===== config.mk =====
export PLATFORM = sky130hd
export DESIGN_NAME = uart_word_rx
export DESIGN_NICKNAME = d
export VERILOG_FILES = /design/src/rtl/uart_pkg.sv /design/src/rtl/uart_rx_byte.sv /design/src/rtl/uart_word_rx.sv
export SDC_FILE = /design/constraint.sdc
export NUM_CORES = 1
export LEC_CHECK = 0
export ABC_AREA = 0
export CORE_ASPECT_RATIO = 1.5
export CORE_MARGIN = 3
export CORE_UTILIZATION = 27
export DETAILED_ROUTE_END_ITERATION = 7
export SYNTH_ARGS = -nofsm -noshare
export SYNTH_HDL_FRONTEND = slang
export SYNTH_SLANG_ARGS = --single-unit

===== constraint.sdc =====
create_clock -name clk -period 5.1 [get_ports clk]
set_clock_uncertainty 0.05 [all_clocks]
set_input_delay 1.275 -clock clk [delete_from_list [all_inputs] [get_ports clk]]
set_output_delay 1.275 -clock clk [all_outputs]
set_load 0.02 [all_outputs]

===== src/rtl/uart_pkg.sv =====
// Shared types and constants for the UART word receiver.
// States, default baud divisor for 50 MHz / 115200, and frame data width.
package uart_pkg;

  typedef enum logic [1:0] {
    IDLE  = 2'd0,
    START = 2'd1,
    DATA  = 2'd2,
    STOP  = 2'd3
  } uart_state_t;

  localparam int DEFAULT_CLKS_PER_BIT = 434;
  localparam int UART_DATA_BITS       = 8;

endpackage


===== src/rtl/uart_rx_byte.sv =====
// 8N1 byte receiver: rx synchronizer, start/data/stop FSM, mid-bit sampling.
// byte_valid is a combinational strobe on the accepting stop sample; no backpressure.
module uart_rx_byte
  import uart_pkg::*;
#(
  parameter int CLKS_PER_BIT = DEFAULT_CLKS_PER_BIT
) (
  input  logic       clk,
  input  logic       rst,
  input  logic       enable,
  input  logic       clear,
  input  logic       rx,
  output logic [7:0] byte_data,
  output logic       byte_valid,
  output logic       frame_err,
  output logic       busy
);

  localparam int CW = $clog2(CLKS_PER_BIT);
  localparam logic [CW-1:0] HALF_M1 = CW'(CLKS_PER_BIT / 2 - 1);
  localparam logic [CW-1:0] FULL_M1 = CW'(CLKS_PER_BIT - 1);

  logic          r_sync1;
  logic          r_sync2;
  uart_state_t   r_state;
  logic [CW-1:0] r_cnt;
  logic [2:0]    r_bit_idx;
  logic [7:0]    r_shift;
  logic          r_frame_err;

  logic [CW-1:0] w_limit;
  logic          w_tick;

  // The start check waits half a bit so every later sample lands mid-bit.
  assign w_limit = (r_state == START) ? HALF_M1 : FULL_M1;
  assign w_tick  = (r_cnt == w_limit);

  assign byte_data  = r_shift;
  assign byte_valid = (r_state == STOP) && w_tick && r_sync2 && !clear;
  assign frame_err  = r_frame_err;
  assign busy       = (r_state != IDLE);

  always_ff @(posedge clk or posedge rst) begin
    if (rst) begin
      r_sync1     <= 1'b1;
      r_sync2     <= 1'b1;
      r_state     <= IDLE;
      r_cnt       <= '0;
      r_bit_idx   <= '0;
      r_shift     <= '0;
      r_frame_err <= 1'b0;
    end else begin
      r_sync1     <= rx;
      r_sync2     <= r_sync1;
      r_frame_err <= 1'b0;
      if (clear) begin
        r_state   <= IDLE;
        r_cnt     <= '0;
        r_bit_idx <= '0;
      end else begin
        case (r_state)
          IDLE: begin
            r_cnt     <= '0;
            r_bit_idx <= '0;
            if (!r_sync2 && enable) r_state <= START;
          end
          START: begin
            if (w_tick) begin
              r_cnt     <= '0;
              r_bit_idx <= '0;
              r_state   <= r_sync2 ? IDLE : DATA;
            end else begin
              r_cnt <= r_cnt + 1'b1;
            end
          end
          DATA: begin
            if (w_tick) begin
              r_cnt     <= '0;
              r_shift   <= {r_sync2, r_shift[7:1]};
              r_bit_idx <= r_bit_idx + 3'd1;
              if (r_bit_idx == 3'd7) r_state <= STOP;
            end else begin
              r_cnt <= r_cnt + 1'b1;
            end
          end
          STOP: begin
            // Return to IDLE at the stop sample so a back-to-back start edge is caught.
            if (w_tick) begin
              r_cnt       <= '0;
              r_state     <= IDLE;
              r_frame_err <= !r_sync2;
            end else begin
              r_cnt <= r_cnt + 1'b1;
            end
          end
          default: r_state <= IDLE;
        endcase
      end
    end
  end

endmodule


===== src/rtl/uart_word_rx.sv =====
// Packs received UART bytes little-endian into a LENGTH-bit word; Q/word_valid
// update the cycle after the final stop sample. No handshake: capture Q on word_valid.
module uart_word_rx
  import uart_pkg::*;
#(
  parameter int LENGTH       = 32,
  parameter int CLKS_PER_BIT = DEFAULT_CLKS_PER_BIT
) (
  input  logic              clk,
  input  logic              rst,
  input  logic              enable,
  input  logic              clear,
  input  logic              rx,
  output logic [LENGTH-1:0] Q,
  output logic              word_valid,
  output logic              busy,
  output logic              frame_err
);

  localparam int LANES = LENGTH / UART_DATA_BITS;
  localparam int BW    = (LANES > 1) ? $clog2(LANES) : 1;
  localparam logic [BW-1:0] LAST_LANE = BW'(LANES - 1);

  logic [7:0]        w_byte_data;
  logic              w_byte_valid;
  logic              w_frame_err;
  logic [LENGTH-1:0] w_word;

  logic [LENGTH-1:0] r_partial;
  logic [BW-1:0]     r_byte_cnt;

  uart_rx_byte #(
    .CLKS_PER_BIT(CLKS_PER_BIT)
  ) u_rx_byte (
    .clk       (clk),
    .rst       (rst),
    .enable    (enable),
    .clear     (clear),
    .rx        (rx),
    .byte_data (w_byte_data),
    .byte_valid(w_byte_valid),
    .frame_err (w_frame_err),
    .busy      (busy)
  );

  assign frame_err = w_frame_err;

  // Partial word with the incoming byte merged into its lane.
  always_comb begin
    w_word = r_partial;
    for (int k = 0; k < LANES; k++) begin
      if (r_byte_cnt == BW'(k)) w_word[8*k +: 8] = w_byte_data;
    end
  end

  always_ff @(posedge clk or posedge rst) begin
    if (rst) begin
      r_partial  <= '0;
      r_byte_cnt <= '0;
      Q          <= '0;
      word_valid <= 1'b0;
    end else begin
      word_valid <= 1'b0;
      if (clear || w_frame_err) begin
        r_partial  <= '0;
        r_byte_cnt <= '0;
      end else if (w_byte_valid) begin
        if (r_byte_cnt == LAST_LANE) begin
          Q          <= w_word;
          word_valid <= 1'b1;
          r_partial  <= '0;
          r_byte_cnt <= '0;
        end else begin
          r_partial  <= w_word;
          r_byte_cnt <= r_byte_cnt + 1'b1;
        end
      end
    end
  end

endmodule

# Word level (Yosys, flattened, before mapping)
# Cells that the tools add are included.
[totals]
wordCells = 78
output_inout_bits = 35
in_bits = 5
reg_bits = 92
[op_classes]
muxes = 32
n_bitwise = 2
add_sub_neg = 3
n_eq_ne = 13
n_reduce_logical = 17
[op_table]
columns = ["op", "n"]
rows = [
  ["32-bit two-way mux", 3],
  ["8-bit two-way mux", 4],
  ["9-bit two-way mux", 3],
  ["2-bit two-way mux", 10],
  ["9-bit one-hot mux with 2 select lines", 1],
  ["3-bit by 2-bit != test with 1-bit output (second input constant)", 5],
  ["9-bit by 1-bit adder with 9-bit output (second input constant)", 1],
  ["9-bit == test", 1],
  ["3-bit two-way mux", 3],
  ["3-bit one-hot mux with 3 select lines", 1],
  ["3-bit AND reduction", 3],
  ["2-bit == test (second input constant)", 4],
  ["2-bit one-hot mux with 4 select lines", 1],
  ["1-bit two-way mux", 6],
  ["5-bit AND reduction", 1],
  ["2-bit by 1-bit == test with 1-bit output (second input constant)", 2],
  ["1-bit logical AND", 4],
  ["2-bit logical NOT", 2],
  ["2-bit nonzero test", 2],
  ["4-bit nonzero test", 1],
  ["3-bit by 1-bit adder with 3-bit output (second input constant)", 1],
  ["3-bit == test (second input constant)", 1],
  ["3-bit OR reduction", 1],
  ["2-bit by 1-bit adder with 2-bit output (second input constant)", 1],
  ["other kinds (3)", 5],
]

# Longest topological paths before layout
[logic_depth]
ltp_word = 8
mapped_depth = 9
depth_no_buf = 7

# By module
# Synthesis repeated with hierarchy kept, for this count alone.
[hier_totals]
cells_unflattened = 307
area_unflattened_um2 = 4167.7
[by_module_without_submodules]
columns = ["mod", "n_inst", "cells_each", "area_per_inst_um2", "seq_area_each_um2"]
rows = [
  ["uart_word_rx", 1, 202, 2949.1, 1476.4],
  ["uart_rx_byte", 1, 105, 1218.7, 628.1],
]

# Worst setup path after synthesis
# No wires, ideal clock.
[synth_path]
kind = "input -> register"
from = "input port clear"
to = "register Q[24]"
cell_stages = 5
setup_time_ps = 125
t_required_ps = 4925
arrival_time_ps = 2342
path_buffers = 1
setup_slack_ps = 2583
path_cell_list = "nor2_1 -> nand2_1 -> nor4_2 -> buf_2 -> mux2_2"
[synth_between]
elab_chain_cells = 3
word_cells_on_any_way = 5
classes_between = "bitwise: 1; reduce/logical: 4"
[synth_rtl]
columns = ["element", "line_no", "text"]
rows = [
  ["start, declared", "uart_word_rx.sv:12", "input logic clear,"],
  ["1-bit logical NOT or 1-bit logical OR (tied branches)", "uart_rx_byte.sv:39, uart_word_rx.sv:64", ""],
  ["1-bit logical AND or 1-bit NOT (tied branches)", "n/a", ""],
  ["3-bit AND reduction (no source line) *", "n/a", ""],
  ["end signal, assigned", "uart_word_rx.sv:69", "Q <= w_word;"],
  ["end, declared", "uart_word_rx.sv:14", "output logic [LENGTH-1:0] Q,"],
]
# Mark *: on every way between the ends. The rest lies on a longest branch, timed or not.
# A chain may end at the register's enable or synchronous reset.

# Worst setup path in the final report
[layout_path]
from = "input port clear"
to = "register Q[20]"
# The elaborated chain is that of the path after synthesis.

==> flow_summary.toml <==
[status]
status = "completed"

[die]
die_y_um = 152
num_rows = 52
start_util_pct = 28.0
core_area_sq_um = 13700
io_pins = 40
die_w_um = 103
die_area_sq_um = 15700

[setup_path]
crit_buf_inv = 3
start_kind = "input pin"
path_delay_family = "buffers and inverters"
worst-r2r-setup-slack_ps = 2360
worst_ep_required_time_ps = 5310
max_stage_delay_ps = 840
reg2reg_from = "u_rx_byte.r_state[1]$_DFFE_PP0P_"
path_max_fanout = 25
rr_worst_depth = 8
path_cells = "clkdlybuf4s50_1 -> nor2_1 -> buf_4 -> nand2_1 -> nor4_4 -> buf_4 -> nor2_1 -> a21oi_1"
cp_slowest_cell = "nor4_4"
crit_type = "input pin to flop"
r2r-end = "Q[20]$_DFFE_PP0P_"
crit_arrival_ps = 3770
critPathCaptureType = "flop"

[timing]
relSlewSlack_pct = 27.4
tightestPinTransition_ps = 1080
setup_viol = 0
rsz0062_at_grt = "false"
fin_ws_ps = 1540
hold_slack_ps = 305
tns_ps = 0
finalHoldViolCount = 0
fin_crit_sh_pct = 69.9
max_freq_ghz = 0.281
final.min_clock_period_ps = 3560
finalMaxSlewViolations = 0

[routing]
via_per_inst = 4.78
via_count = 2724
wl_per_cell_um = 15.0
wirelength_um = 8540
ant_nets = 0
drtIter0Drc = 135
dr.pass1.iters = 4
drcViolationCount = 0

[run]
drv.max_cap_violation_count = 0

[placed_design]
dpl_worst_slack_ps = 1200
port_buffers = 39
place_congestion = 0.737
hpwl_um = 5950

[clocking]
clk_latency_ps = 340
ctsHoldBuffers = 0
cts-root-buf = "clkbuf_16"
clk_pin_slew_worst_paths_ps = 60
cts_tree = "built"
cts_resized = 0
cts_setup_buffers = 0
cts_htree_levels = 3
cts_buffers = 9
cts_sinks = 84
clock_path_buffers = 2

[synth]
synth.largest_area_cell = "dfrtp_1"
synth_seq_area_share_pct = 54.7
synth.most_common_cell = "dfrtp_1"
synth_cells = 339
synth_top_area_share_pct = 53.3
synth.area.top_cells = "dfrtp_1 (53%), mux2i_1 (6.2%), mux2_2 (4.7%)"
yosysWarningCount = 0
syn-num-nets = 355
async_reset_ff_share_pct = 100
ys_ff_latch = 84
ys.flop_type = "dfrtp_1"
synth_edf_count = 0
syn_avg_cell_area_sq_um = 11.3
synthesis.area_sq_um = 3850
ys_top_cells_by_count = "dfrtp_1 (82), nor2_1 (39), a21oi_1 (28)"
yosysUniqueCellTypes = 39

[cells_and_area]
nFillCells = 1391
nets = 392
n_antenna_cell = 0
syn_to_final_growth_pct = 24.6
multi_input_area_sq_um = 1640
drive_above_1_share_pct = 12.6
seq_area_sq_um = 2100

[global_routing]
grt_pass1_vias = 2749
grt_util_all_layers_pct = 11.5
grt_antenna_before_repair = 0
grt_max_degree = 58
grt_pass1_wl_um = 14100
overflow = 0

[hold_path]
hold_depth = 0
hold_start = "u_rx_byte.r_sync1$_DFF_PP1_"
holdPathEnd = "u_rx_byte.r_sync2$_DFF_PP1_"
min_path_type = "flop to flop"

[power]
p_total_mw = 1.49
power_leakage_nw = 2.07
powerDensity_nw_per_um2 = 310
vdd_ir_drop_max_uv = 178
==> worst max-delay path by stage <==
stage	start	endpoint	slack, ps	depth (start not counted)
after floorplan	rst	Q[0]$_DFFE_PP0P_	1610	1
after global placement	clear	Q[17]$_DFFE_PP0P_	1310	8
after detailed placement	clear	Q[18]$_DFFE_PP0P_	1200	8
after CTS	clear	Q[18]$_DFFE_PP0P_	1560	8
after global routing	clear	Q[20]$_DFFE_PP0P_	1310	8
final	clear	Q[20]$_DFFE_PP0P_	1540	8
==> metal layers <==
layer	track usage, %	up-vias	share of wire [%]
met2	19.0	44	52
met4	5.00	0	2.0
met3	2.29	11	3.3
met1	14.3	1371	42
met5	0	-	0
li1	-	1298	-
==> state kept, by name, summed over array words and instances, names as in the netlist <==
signal,flops
u_rx_byte.r_sync1,1
u_rx_byte.frame_err,1
u_rx_byte.byte_data,8
u_rx_byte.r_bit_idx,3
r_byte_cnt,2
r_partial,24
u_rx_byte.r_sync2,1
u_rx_byte.r_cnt,9
u_rx_byte.r_state,2
word_valid,1
Q,32
==> cells in the final DEF, fill, tap and decap left out, types with 2 or more instances in the layout <==
master           count
a21oi_1             28
a31oi_1              8
a32o_1              17
and2_1               9
and3_1               2
buf_4                5
bufinv_16            3
clkbuf_16            9
clkdlybuf4s50_1     39
clkinv_2             2
dfrtp_1             82
dfstp_2              2
ha_1                11
inv_1                7
mux2_2              16
mux2i_1             24
nand2_1             22
nand2b_1             2
nand3_1              9
nand4_1              2
nand4b_1             8
nor2_1              39
nor2b_1              3
nor3b_4              2
o21ai_1              2
o2bb2ai_1            2
or2_2                2
or3_1                3
xor2_1               6
==> worst register-to-register path: stages, from the launching register on <==
cell and delay, ps:
dfrtp_1 420, inv_1 100, ha_1 240, nor2b_1 180, a22oi_2 130, nor4_4 970
buf_4 380, nor2_1 70, a21oi_1 130
==> power breakdown <==
part           switching, mW  internal (mW)  total [mW]
clock network          0.265          0.492       0.756
registers            0.00518          0.670       0.676
logic                 0.0390         0.0173      0.0563
total                  0.309           1.18        1.49
==> final cells by class <==
type                       instances  share of cell area (%)
clock inverter                     6                    2.32
multi-input combinational        229                    34.3
sequential                        84                    43.9
inverter                           8                   0.652
timing repair buffer              44                    8.92
clock buffer                      10                    4.98
tap                              189                    4.93
==> cells by family (layout without fill, tap and decap cells) <==
logic type	count (synthesis)	after routing	synth area share [%]
adders and majority gates	11	11	3.58
muxes	40	40	10.9
buffers and inverters	26	68	2.80
xor gates and xnor gates	7	7	1.59
and+or+nand+nor	109	109	15.2
AOI/OAI and AO/OA	62	62	11.3
DFF	84	84	54.7
==> metrics by stage <==
stage / utilization [%] / instances / instance area [sq um]
global placement: 32.4 / 554 / 4440
detailed placement: 32.4 / 554 / 4440
global route: 34.9 / 570 / 4790
floorplan: - / 339 / 3850
finish: 34.9 / 570 / 4790
CTS: 34.9 / 570 / 4790
No activity file was read; power rests on OpenSTA's default activity.
